**config.mk**
```make
export PLATFORM = sky130hd
export DESIGN_NAME = seg7_scan
export DESIGN_NICKNAME = d
export VERILOG_FILES = /design/src/rtl/seg7_pkg.sv /design/src/rtl/seg7_decode.sv /design/src/rtl/seg7_scan.sv
export SDC_FILE = /design/constraint.sdc
export NUM_CORES = 1
export LEC_CHECK = 0
export CAP_MARGIN = 40
export CORE_MARGIN = 1
export CORE_UTILIZATION = 45
export DETAILED_ROUTE_END_ITERATION = 10
export PLACE_DENSITY = 0.74
export SYNTH_ARGS = -nofsm -noshare
export SYNTH_HDL_FRONTEND = slang
export SYNTH_SLANG_ARGS = --single-unit
export TNS_END_PERCENT = 5
```
**constraint.sdc**
```tcl
create_clock -name clk -period 2.41 [get_ports clk]
set_clock_uncertainty 0.1 [all_clocks]
set_input_delay 0.241 -clock clk [delete_from_list [all_inputs] [get_ports clk]]
set_output_delay 0.241 -clock clk [all_outputs]
set_load 0.01 [all_outputs]
```
**src/rtl/seg7_pkg.sv**
```systemverilog
// Shared constants for the 8-digit seven-segment scanner: digit count and
// active-low segment patterns ordered {g,f,e,d,c,b,a}.
package seg7_pkg;

   localparam int NUM_DIGITS = 8;

   localparam logic [6:0] SEG_OFF = 7'h7F;

   localparam logic [6:0] SEG_0 = 7'b1000000;
   localparam logic [6:0] SEG_1 = 7'b1111001;
   localparam logic [6:0] SEG_2 = 7'b0100100;
   localparam logic [6:0] SEG_3 = 7'b0110000;
   localparam logic [6:0] SEG_4 = 7'b0011001;
   localparam logic [6:0] SEG_5 = 7'b0010010;
   localparam logic [6:0] SEG_6 = 7'b0000010;
   localparam logic [6:0] SEG_7 = 7'b1111000;
   localparam logic [6:0] SEG_8 = 7'b0000000;
   localparam logic [6:0] SEG_9 = 7'b0010000;
   localparam logic [6:0] SEG_A = 7'b0001000;
   localparam logic [6:0] SEG_B = 7'b0000011;
   localparam logic [6:0] SEG_C = 7'b1000110;
   localparam logic [6:0] SEG_D = 7'b0100001;
   localparam logic [6:0] SEG_E = 7'b0000110;
   localparam logic [6:0] SEG_F = 7'b0001110;

endpackage

```
**src/rtl/seg7_decode.sv**
```systemverilog
// Combinational hex nibble to active-low seven-segment pattern.
module seg7_decode
   import seg7_pkg::*;
(
   input  logic [3:0] nibble,
   output logic [6:0] seg
);

   always_comb begin
      seg = SEG_OFF;
      case (nibble)
         4'h0: seg = SEG_0;
         4'h1: seg = SEG_1;
         4'h2: seg = SEG_2;
         4'h3: seg = SEG_3;
         4'h4: seg = SEG_4;
         4'h5: seg = SEG_5;
         4'h6: seg = SEG_6;
         4'h7: seg = SEG_7;
         4'h8: seg = SEG_8;
         4'h9: seg = SEG_9;
         4'hA: seg = SEG_A;
         4'hB: seg = SEG_B;
         4'hC: seg = SEG_C;
         4'hD: seg = SEG_D;
         4'hE: seg = SEG_E;
         4'hF: seg = SEG_F;
         default: seg = SEG_OFF;
      endcase
   end

endmodule

```
**src/rtl/seg7_scan.sv**
```systemverilog
// Time-multiplexed 8-digit hex display driver with frame-coherent snapshot
// and optional leading-zero blanking; outputs are registered.
module seg7_scan
   import seg7_pkg::*;
#(
   parameter int CLK_DIV = 50000
) (
   input  logic        clk,
   input  logic        reset,
   input  logic [31:0] data_in,
   input  logic        blank_lz,
   output logic [7:0]  an,
   output logic [6:0]  seg,
   output logic        dp
);

   localparam int PW = $clog2(CLK_DIV);
   localparam logic [PW-1:0] DIV_MAX = PW'(CLK_DIV - 1);

   logic [PW-1:0] prescaler;
   logic [2:0]    idx;
   logic [31:0]   snapshot;
   logic          tick;

   logic [3:0]    nibble;
   logic [6:0]    seg_hex;
   logic [7:0]    lz_run;
   logic          run;
   logic          blank;
   logic [7:0]    an_nxt;
   logic [6:0]    seg_nxt;

   logic [7:0]    an_p1;
   logic [6:0]    seg_p1;
   logic          dp_p1;

   assign tick = (prescaler == DIV_MAX);

   // Stage 0: slot timing, digit index and per-frame snapshot
   always_ff @(posedge clk or posedge reset) begin
      if (reset) begin
         prescaler <= '0;
         idx       <= '0;
         snapshot  <= '0;
      end else begin
         if (tick) begin
            prescaler <= '0;
            idx       <= idx + 3'd1;
            if (idx == 3'd7)
               snapshot <= data_in;
         end else begin
            prescaler <= prescaler + PW'(1);
         end
      end
   end

   assign nibble = snapshot[{idx, 2'b00} +: 4];

   seg7_decode u_decode (
      .nibble (nibble),
      .seg    (seg_hex)
   );

   // lz_run[i] is set when nibbles i..7 of the snapshot are all zero
   always_comb begin
      lz_run = '0;
      run    = 1'b1;
      for (int i = NUM_DIGITS - 1; i >= 0; i--) begin
         run       = run & (snapshot[4*i +: 4] == 4'h0);
         lz_run[i] = run;
      end
   end

   assign blank = blank_lz && (idx != 3'd0) && lz_run[idx];

   always_comb begin
      an_nxt  = ~(8'd1 << idx);
      seg_nxt = seg_hex;
      if (blank) begin
         an_nxt  = 8'hFF;
         seg_nxt = SEG_OFF;
      end
   end

   // Stage 1: registered display drive
   always_ff @(posedge clk or posedge reset) begin
      if (reset) begin
         an_p1  <= 8'hFF;
         seg_p1 <= SEG_OFF;
         dp_p1  <= 1'b1;
      end else begin
         an_p1  <= an_nxt;
         seg_p1 <= seg_nxt;
         dp_p1  <= 1'b1;
      end
   end

   assign an  = an_p1;
   assign seg = seg_p1;
   assign dp  = dp_p1;

endmodule

```
==> impl_results.md, run 1 <==
* Status: complete, no violations
* Min Hold Slack at 178 ps
* Most common cell on crit path: buf_4
* Unrepaired setup endpoints after global routing: true
* Period utilization at 94.0%
* CTS buffer count at 9
* Fmax achieved at 0.441 GHz
* Total negative setup slack at 0 ps
* Inst Count DP at 396
* CP endpoint kind: flip-flop
* Final hold viol count at 0
* Largest net degree at the start of global routing at 67
* Latest clock arrival within the worst-skew pair at 340 ps
* Sw Pwr at 495 uW
* Nets at 359
* Vias per cell at 5.07
* Gate Count Post-Synth at 252
* P_int at 1.82 mW
* I/O pin cnt at 51
* Share of cells above drive strength 1 at 27.2%
* Switch share at 21.3%
* RePlAce Congestion at 0.851
* Global-route wire length before repair at 10,700 um
* Post-synthesis sequential area ratio at 50.9%
* Number of max-cap violations at 0
* Critical Path RT at 2580 ps
* Endpoints failing setup at 0
* Critical Path, Cell by Cell: buf_4 -> mux4_2 -> mux2i_1 -> buf_4 -> nand2b_1 -> o22ai_1 -> o21ai_1
* Yosys reg bits at 66
* Mapped Nets at 300
* Core Region at 6910 um2
* H-tree Lvls at 3
* DP Worst Slack at 49.2 ps
* Final setup margin at 145 ps
* Final cell count without fillers at 412
* Post-CTS setup repair buffer count at 0
* GRT Total Usage at 18.9%
* Seq pwr share at 51.1%
* P_leak at 1.86 nW
* Hold WC Path Type: primary input to asynchronous set/reset pin
* Starting Density at 47.5%
* M1 GR Usage at 25.1%
* Max-slew violation count at 0
* Minimum clock period at 2270 ps
* CTS tree: built
* Peak supply drop at 0.000308 V
* Via count at 2,088
* CP max stage cell: mux4_2
* Buf+Inv Stages, Crit Path at 2
* DPL Wire Length at 4470 um
* Pwr dens at 561 nW/um2
* Die span in x at 87.4 um
* Number of core rows at 30
* Comb pwr share at 9.1%
* Die Area at 7640 um2
* Clock power frac at 39.8%
* Post-detailed-route count of antenna-violating nets at 0
* Syn-to-layout area delta at 25.9%
* Worst Tran Pin Value at 685 ps
* Clock transition at path regs at 70 ps
* Total length of routed wires at 6160 um
* Gr busiest metal: met2
* Syn Area/Cell at 13.0 um2
* Startpoint Class: flip-flop
* Number of antenna diodes at 0
* Syn Std Cell Area at 3280 um2
* Critical path peak fanout at 11
* Port Buffers at 49
* Slew headroom at 54.0%
* Initial drt markers at 92
* M2 GR Usage at 28.3%
* CP arrival at 2430 ps
* Delay-heaviest family, CP: multiplexers
* Synth warn at 0
* CTS root buffer: clkbuf_8
* Yosys cell types at 40
* Number of remaining DRC errors at 0
* Grt met3 use at 6.16%
* CTS Sinks at 66
* Worst-case clock buffer depth at 2
* Setup Crit Path Kind: flip-flop to flip-flop
* Grt ovf at 0
* Number of global-route vias before repair at 2,171
* Vert. Die Dim at 87.4 um
* Antenna violations before repair at 0
* Routed len/inst at 15.0 um
* Pre-antenna DRT Iters at 4
* Worst path max stage delay at 510 ps
power groups by stage:
stage          clock [mW]  sequential, mW  combinational [mW]
2_1_floorplan           0            1.20               0.106
3_3_place_gp            0            1.20               0.208
3_5_place_dp            0            1.20               0.212
4_1_cts             0.952            1.18               0.213
5_1_grt              1.01            1.19               0.232
6_report            0.922            1.19               0.211
sequential cells by signal, indices dropped and copies added (netlist names):
signal	cells
snapshot	32
prescaler	16
an	8
seg	7
idx	3
placed cells by master (no fill, tap or decap), drive strengths merged, types with 2 or more instances in the layout:
| cell type | Yosys | final |
|---|---|---|
| xnor2 | 6 | 6 |
| dfrtp | 51 | 51 |
| mux4 | 8 | 8 |
| inv | 9 | 9 |
| nand3 | 11 | 11 |
| o221ai | 2 | 2 |
| nand4 | 3 | 3 |
| o211ai | 2 | 2 |
| xor2 | 9 | 9 |
| clkbuf | 3 | 14 |
| nor2 | 17 | 17 |
| buf | 7 | 9 |
| o21ai | 7 | 7 |
| dfstp | 15 | 15 |
| a21oi | 3 | 3 |
| nand2 | 18 | 18 |
| nor2b | 3 | 3 |
| mux2 | 33 | 33 |
| nand2b | 3 | 3 |
| o22ai | 2 | 2 |
| ha | 13 | 13 |
| mux2i | 5 | 5 |
| nor4 | 6 | 6 |
| clkdlybuf4s50 | 0 | 49 |
| nor3 | 5 | 5 |
logic make-up after synthesis:
group	synth area share, %
and+or+nand+nor	11.3
DFF	50.9
xor gates and xnor gates	4.00
AOI/OAI and AO/OA	3.89
adders and majority gates	4.95
buffers and inverters	3.09
muxes	21.8
other	0.114
layout make-up:
| type | instances | area [um2] |
|---|---|---|
| Clock inverter | 2 | 35.0 |
| Timing Repair Buffer | 58 | 583 |
| Tap cell | 96 | 120 |
| Clock buffer | 14 | 163 |
| Sequential cell | 66 | 1670 |
| Multi-Input combinational cell | 167 | 1530 |
| Fill cell | 568 | 2770 |
| Inverter | 9 | 33.8 |
synthesized netlist by cell type:
library cell  count  share of area (%)
o211ai_1          2               0.46
nor2b_1           3               0.57
a21oi_1           3               0.46
mux2_4           30                 14
buf_2             3               0.46
nor2_1           17                1.9
buf_4             1               0.23
o211a_1           1               0.30
clkbuf_1          3               0.34
xor2_1            9                2.4
xnor2_1           6                1.6
mux2_2            3                1.0
mux4_2            8                5.5
o21ai_1           2               0.30
or2_2             1               0.19
a31oi_1           1               0.19
and2_1            1               0.19
o2111ai_1         1               0.27
nand4_1           3               0.57
nor4b_4           1               0.72
nand3_1          11                1.7
nor4_1            6                1.1
o21ai_0           5               0.76
nand2_1          17                1.9
or4_1             1               0.23
buf_6             3                1.0
and3_1            1               0.19
ha_1             13                5.0
o22ai_1           2               0.38
o221ai_1          2               0.53
dfstp_2          15                 12
nand2_2           1               0.19
a211oi_1          1               0.23
inv_1             9                1.0
or4b_4            1               0.42
conb_1            1               0.11
nand2b_1          3               0.57
dfrtp_1          51                 39
mux2i_1           5                1.5
nor3_1            5               0.76
worst reg2reg max path, delay by kind of cell (launching register included):
family                 cells  cell delay (ps)
flip-flops                 1              500
multiplexers               2              750
AO/OA/AOI/OAI              2              250
AND/OR/NAND/NOR            1              170
buffers and inverters      2              420
what timing repair did:
item | 4_1_cts | 5_1_grt
setup endpoints to repair | 0 | 10
hold buffers | 0 | 0
gates resized for setup | 0 | 2
per-layer routing:
metal	up-vias	share of wire [%]
li1	1009	-
met1	1015	47
met2	55	47
met3	9	4.1
met4	0	1.2
met5	-	0
final timing paths:
check | endpoint | slack (ps) | cells past startpoint | start
max | seg[0] | 140 | 7 | idx[0]
min | prescaler[2] | 180 | 3 | reset
max reg2reg | seg[0] | 140 | 7 | idx[0]
min reg2reg | prescaler[0] | 400 | 1 | prescaler[0]
max in group asynchronous | seg[2] | 1700 | 3 | reset
min in group clk | prescaler[0] | 400 | 1 | prescaler[0]
stage by stage:
step | power [mW] | area (um2) | util, %
finish | 2.32 | 4130 | 59.8
floorplan | 1.30 | 3300 | -
CTS | 2.35 | 4130 | 59.8
detailed placement | 1.42 | 3930 | 56.9
global placement | 1.41 | 3930 | 56.9
global route | 2.43 | 4130 | 59.8
Power figures use the tool's default switching activity.
==> inputs of run 2 (changes only) <==
- CAP_MARGIN: 40 -> not set
- DONT_BUFFER_PORTS: not set -> 1
- PLACE_DENSITY: 0.74 -> 0.65
==> impl_results.md, run 2 (synthesis results as in run 1) <==
* Worst Tran Pin Value at 703 ps (was 685 ps)
* I/O pin cnt at 51 (unchanged)
* Final setup margin at 129 ps (was 145 ps)
* CTS tree: built (unchanged)
* Commonest non-fill, non-tap cell in the layout: dfrtp_1 (unchanged)
* Peak supply drop at 0.000398 V (was 0.000308 V)
* Latest clock arrival within the worst-skew pair at 350 ps (was 340 ps)
* Number of global-route vias before repair at 2,229 (was 2,171)
* DPL Wire Length at 4460 um (was 4470 um)
* H-tree Lvls at 3 (unchanged)
* CTS root buffer: clkbuf_8 (unchanged)
* Nets at 349 (was 359)
* DP Worst Slack at -64.5 ps (was 49.2 ps)
* Worst-case clock buffer depth at 2 (unchanged)
* CTS buffer count at 9 (unchanged)
* Endpoints failing setup at 0 (unchanged)
* Status: complete, no violations (unchanged)
* Max reg flops at 32 (unchanged)
* Final instance area at 4020 um2 (was 4130 um2)
* Worst path max stage delay at 520 ps (was 510 ps)
* Port Buffers at 0 (was 49)
* Vias per cell at 5.21 (was 5.07)
* Grt ovf at 0 (unchanged)
* Number of antenna diodes at 0 (unchanged)
* Commonest cells after routing, fill and taps aside: 50 x dfrtp_1, 33 x dlygate4sd3_1, 30 x mux2_4 (was 50 x dfrtp_1, 49 x clkdlybuf4s50_1, 30 x mux2_4)
* Global-route wire length before repair at 11,200 um (was 10,700 um)
* Total length of routed wires at 6520 um (was 6160 um)
* CTS Sinks at 66 (unchanged)
* Antenna violations before repair at 0 (unchanged)
* Core Region at 6910 um2 (unchanged)
* Unrepaired setup endpoints after global routing: false (was true)
* CP max stage cell: mux4_2 (unchanged)
* Period utilization at 94.7% (was 94.0%)
* Post-detailed-route count of antenna-violating nets at 0 (unchanged)
* Area after DPL at 3460 um2 (was 3930 um2)
* Total negative setup slack at 0 ps (unchanged)
* P_leak at 1.84 nW (was 1.86 nW)
* Routed len/inst at 16.2 um (was 15.0 um)
* Number of max-cap violations at 0 (unchanged)
* Min Hold Slack at 299 ps (was 178 ps)
* Number of remaining DRC errors at 0 (unchanged)
* Via count at 2,096 (was 2,088)
* RePlAce Congestion at 0.795 (was 0.851)
* Critical path peak fanout at 7 (was 11)
* Syn-to-layout area delta at 22.4% (was 25.9%)
* Fmax achieved at 0.438 GHz (was 0.441 GHz)
* Setup Crit Path Kind: flip-flop to flip-flop (unchanged)
* Initial drt markers at 120 (was 92)
* Startpoint Class: flip-flop (unchanged)
* Vert. Die Dim at 87.4 um (unchanged)
* Slew headroom at 52.8% (was 54.0%)
* Register area at 1670 um2 (unchanged)
* Largest net degree at the start of global routing at 33 (was 67)
* Pre-antenna DRT Iters at 4 (unchanged)
* Starting Density at 47.5% (unchanged)
* Die Area at 7640 um2 (unchanged)
* CP arrival at 2420 ps (was 2430 ps)
* Share of cells above drive strength 1 at 29.7% (was 27.2%)
* Final hold viol count at 0 (unchanged)
* Minimum clock period at 2280 ps (was 2270 ps)
* Hold WC Path Type: primary input to asynchronous set/reset pin (unchanged)
* Critical Path RT at 2540 ps (was 2580 ps)
* Multi-input logic area at 1520 um2 (was 1530 um2)
* Critical Path, Cell by Cell: mux4_2 -> nand2_1 -> and2_1 -> inv_1 -> ha_1 -> mux2_2 -> nor2_1 -> o21ai_1 (was buf_4 -> mux4_2 -> mux2i_1 -> buf_4 -> nand2b_1 -> o22ai_1 -> o21ai_1)
* Die span in x at 87.4 um (unchanged)
* Buf+Inv Stages, Crit Path at 1 (was 2)
* GRT Total Usage at 19.9% (was 18.9%)
* CP endpoint kind: flip-flop (unchanged)
* Pwr dens at 591 nW/um2 (was 561 nW/um2)
* Clock transition at path regs at 70 ps (about the same)
* Filler cells at 594 (was 568)
* Max-slew violation count at 0 (unchanged)
* Delay-heaviest family, CP: multiplexers (unchanged)
* Top reg by flops: snapshot (unchanged)
* Number of core rows at 30 (unchanged)
[run 2: changes by cell type in the layout (fill, tap and decap cells not counted), sizes merged]
| cell | previous run | this run |
|---|---|---|
| clkdlybuf4s50 | 49 | 0 |
| dlygate4sd3 | 0 | 33 |
| buf | 9 | 15 |
| bufinv | 1 | 2 |
| clkbuf | 14 | 13 |
[run 2: stage by stage]
stage	power, mW	utilization [%]	std cells
3_5_place_dp	1.34	50.1	351
3_3_place_gp	1.34	50.1	351
2_1_floorplan	1.30	-	252
6_report	2.38	58.2	402
4_1_cts	2.40	58.0	400
5_1_grt	2.47	58.2	402
[run 2: final timing paths]
kind,slack (ps),cells after the start,to,from
min reg2reg,390,1,prescaler[0],prescaler[0]
min,300,2,prescaler[11],reset
min in group clk,340,5,an[6],blank_lz
max reg2reg,130,8,seg[3],idx[0]
max in group asynchronous,1190,3,seg[4],reset
max,130,8,seg[3],idx[0]
[run 2: layer usage]
layer	share of wire, %	track usage (%)	vias up
met5	0	0	-
met4	1.8	8.35	0
met3	4.6	5.50	14
met2	49	31.0	57
met1	45	26.2	1030
li1	-	-	995
[run 2: power breakdown]
group | switching, mW | internal [mW]
clock network | 0.403 | 0.611
registers | 0.0380 | 1.15
logic | 0.0663 | 0.104
total | 0.507 | 1.87
[run 2: repair_timing]
action                                  4_1_cts  5_1_grt
endpoints found under the hold margin        52        0
setup buffers                                 0        2
gates resized for setup                       1        1
hold buffers                                 33        0
endpoints found under the setup margin        1        1
gates cloned                                  0        0
[run 2: cell type report]
cell class / instances / area share, %
Timing Repair Buffer: 48 / 11.3
Sequential cell: 66 / 41.6
Tap cell: 96 / 2.99
Clock inverter: 3 / 1.62
Multi-Input combinational cell: 167 / 37.9
Inverter: 9 / 0.841
Clock buffer: 13 / 3.70
==> inputs of run 3 (changes only) <==
- PLACE_DENSITY: 0.65 -> 0.59
==> impl_results.md, run 3 (synthesis results as in run 1) <==
* Power, Total at 2.15 mW (was 2.38 mW)
* Post-CTS setup repair buffer count at 0 (unchanged)
* Fmax achieved at 0.458 GHz (was 0.438 GHz)
* Final instance area at 3970 um2 (was 4020 um2)
* Via count at 2,048 (was 2,096)
* GRT Total Usage at 19.2% (was 19.9%)
* Worst-case clock buffer depth at 2 (unchanged)
* Number of global-route vias before repair at 2,122 (was 2,229)
* Area after DPL at 3470 um2 (was 3460 um2)
* Die span in x at 87.4 um (unchanged)
* Final hold viol count at 0 (unchanged)
* Commonest non-fill, non-tap cell in the layout: dfrtp_1 (unchanged)
* Minimum clock period at 2180 ps (was 2280 ps)
* Inst Count DP at 351 (unchanged)
* Final cell count without fillers at 400 (was 402)
* Pre-antenna DRT Iters at 4 (unchanged)
* Worst path max stage delay at 570 ps (was 520 ps)
* I/O pin cnt at 51 (unchanged)
* Die Area at 7640 um2 (unchanged)
* Max-slew violation count at 0 (unchanged)
* CP endpoint kind: flip-flop (unchanged)
* Number of core rows at 30 (unchanged)
* Filler cells at 604 (was 594)
* Endpoints failing setup at 0 (unchanged)
* Latest clock arrival within the worst-skew pair at 340 ps (was 350 ps)
* Register-to-register setup slack at 230 ps (was 130 ps)
* Commonest cells after routing, fill and taps aside: 50 x dfrtp_1, 33 x dlygate4sd3_1, 30 x mux2_4 (unchanged)
* R2R Path End: snapshot[19] (was seg[3])
* Initial drt markers at 89 (was 120)
* CTS Sinks at 66 (unchanged)
* CTS root buffer: clkbuf_8 (unchanged)
* Startpoint Class: flip-flop (unchanged)
* Setup Crit Path Kind: flip-flop to flip-flop (unchanged)
* P_int at 1.66 mW (was 1.87 mW)
* H-tree Lvls at 3 (unchanged)
* Unrepaired setup endpoints after global routing: false (unchanged)
* Sw Pwr at 494 uW (was 507 uW)
* Routed len/inst at 15.8 um (was 16.2 um)
* Starting Density at 47.5% (unchanged)
* Seq pwr share at 55.4% (was 50.2%)
* Core Region at 6910 um2 (unchanged)
* Grt ovf at 0 (unchanged)
* CP max stage cell: or4b_4 (was mux4_2)
* Switch share at 22.9% (was 21.3%)
* Syn-to-layout area delta at 20.8% (was 22.4%)
* Comb pwr share at 8.0% (was 7.2%)
* Hold WC Path Type: primary input to asynchronous set/reset pin (unchanged)
* Reg2reg path depth at 5 (was 8)
* Worst Tran Pin Value at 734 ps (was 703 ps)
* Share of cells above drive strength 1 at 29.3% (was 29.7%)
* Port Buffers at 0 (unchanged)
* RePlAce Congestion at 0.782 (was 0.795)
* Number of max-cap violations at 0 (unchanged)
* Critical path peak fanout at 32 (was 7)
* Clock transition at path regs at 70 ps (about the same)
* Post-detailed-route count of antenna-violating nets at 0 (unchanged)
* Vias per cell at 5.12 (was 5.21)
* Top reg by flops: snapshot (unchanged)
* Number of remaining DRC errors at 0 (unchanged)
* CTS buffer count at 9 (unchanged)
* Slew headroom at 50.8% (was 52.8%)
* Antenna violations before repair at 0 (unchanged)
* Peak supply drop at 0.000365 V (was 0.000398 V)
* Critical Path, Cell by Cell: or4b_4 -> nor4b_4 -> nand2_2 -> buf_12 -> mux2_4 (was mux4_2 -> nand2_1 -> and2_1 -> inv_1 -> ha_1 -> mux2_2 -> nor2_1 -> o21ai_1)
* Min Hold Slack at 307 ps (was 299 ps)
* CP arrival at 2310 ps (was 2420 ps)
* Clock power frac at 36.6% (was 42.7%)
* Period utilization at 90.7% (was 94.7%)
* Vert. Die Dim at 87.4 um (unchanged)
* Total negative setup slack at 0 ps (unchanged)
* DPL Wire Length at 4320 um (was 4460 um)
* Total length of routed wires at 6330 um (was 6520 um)
* CTS tree: built (unchanged)
* Pwr dens at 543 nW/um2 (was 591 nW/um2)
* Number of antenna diodes at 0 (unchanged)
* Critical Path RT at 2540 ps (about the same)
* Largest net degree at the start of global routing at 67 (was 33)
* Nets at 347 (was 349)
* Global-route wire length before repair at 10,800 um (was 11,200 um)
* P_leak at 1.81 nW (was 1.84 nW)
* FF-to-FF Start: prescaler[7] (was idx[0])
* Status: complete, no violations (unchanged)
* Max reg flops at 32 (unchanged)
## run 3: how the worst max path moves through the flow
stage / end / start / cells after the start / slack, ps
after floorplan: seg[3] / idx[0] / 9 / 60
after global placement: seg[0] / idx[0] / 7 / 130
after detailed placement: seg[0] / idx[0] / 7 / 100
after CTS: seg[0] / idx[0] / 7 / 100
after global routing: seg[5] / idx[0] / 9 / 50
final: snapshot[19] / prescaler[7] / 5 / 230
## run 3: layout make-up
type | count | area, um2 | share of cell area [%]
inverters | 9 | 33.8 | 0.852
flip-flops and latches | 66 | 1670 | 42.1
multi-input cells | 167 | 1520 | 38.4
clock buffers | 13 | 149 | 3.75
well taps | 96 | 120 | 3.03
repair buffers | 46 | 453 | 11.4
clock inverters | 3 | 15.0 | 0.379
## run 3: per-layer routing
metal / track usage, % / share of wire (%)
met2: 29.6 / 48
met4: 7.45 / 1.8
met3: 6.82 / 4.0
met5: 0 / 0
met1: 24.8 / 46
## run 3: worst max-delay path, delay by kind of cell (launching register included)
family / cells / cell delay (ps)
muxes: 1 / 320
and+or+nand+nor: 3 / 1020
buffers and inverters: 1 / 190
DFF: 1 / 420
## run 3: power by group through the flow
stage	clock network [mW]	logic, mW	registers [mW]
after floorplan	0	0.106	1.20
after global placement	0	0.129	1.21
after detailed placement	0	0.131	1.21
after CTS	0.822	0.174	1.19
after global routing	0.882	0.192	1.20
final	0.788	0.173	1.19
## run 3: per-stage QoR
step	worst slack, ps	utilization [%]
2_1_floorplan	55.6	-
3_3_place_gp	126	50.3
3_5_place_dp	98.3	50.3
4_1_cts	102	57.4
5_1_grt	51.8	57.4
6_report	225	57.4
## run 3: what timing repair did
item / CTS / global route
hold buffers: 33 / 0
endpoints found under the setup margin: 0 / 7
hold endpoints to repair: 83 / 0
resized for setup: 0 / 1
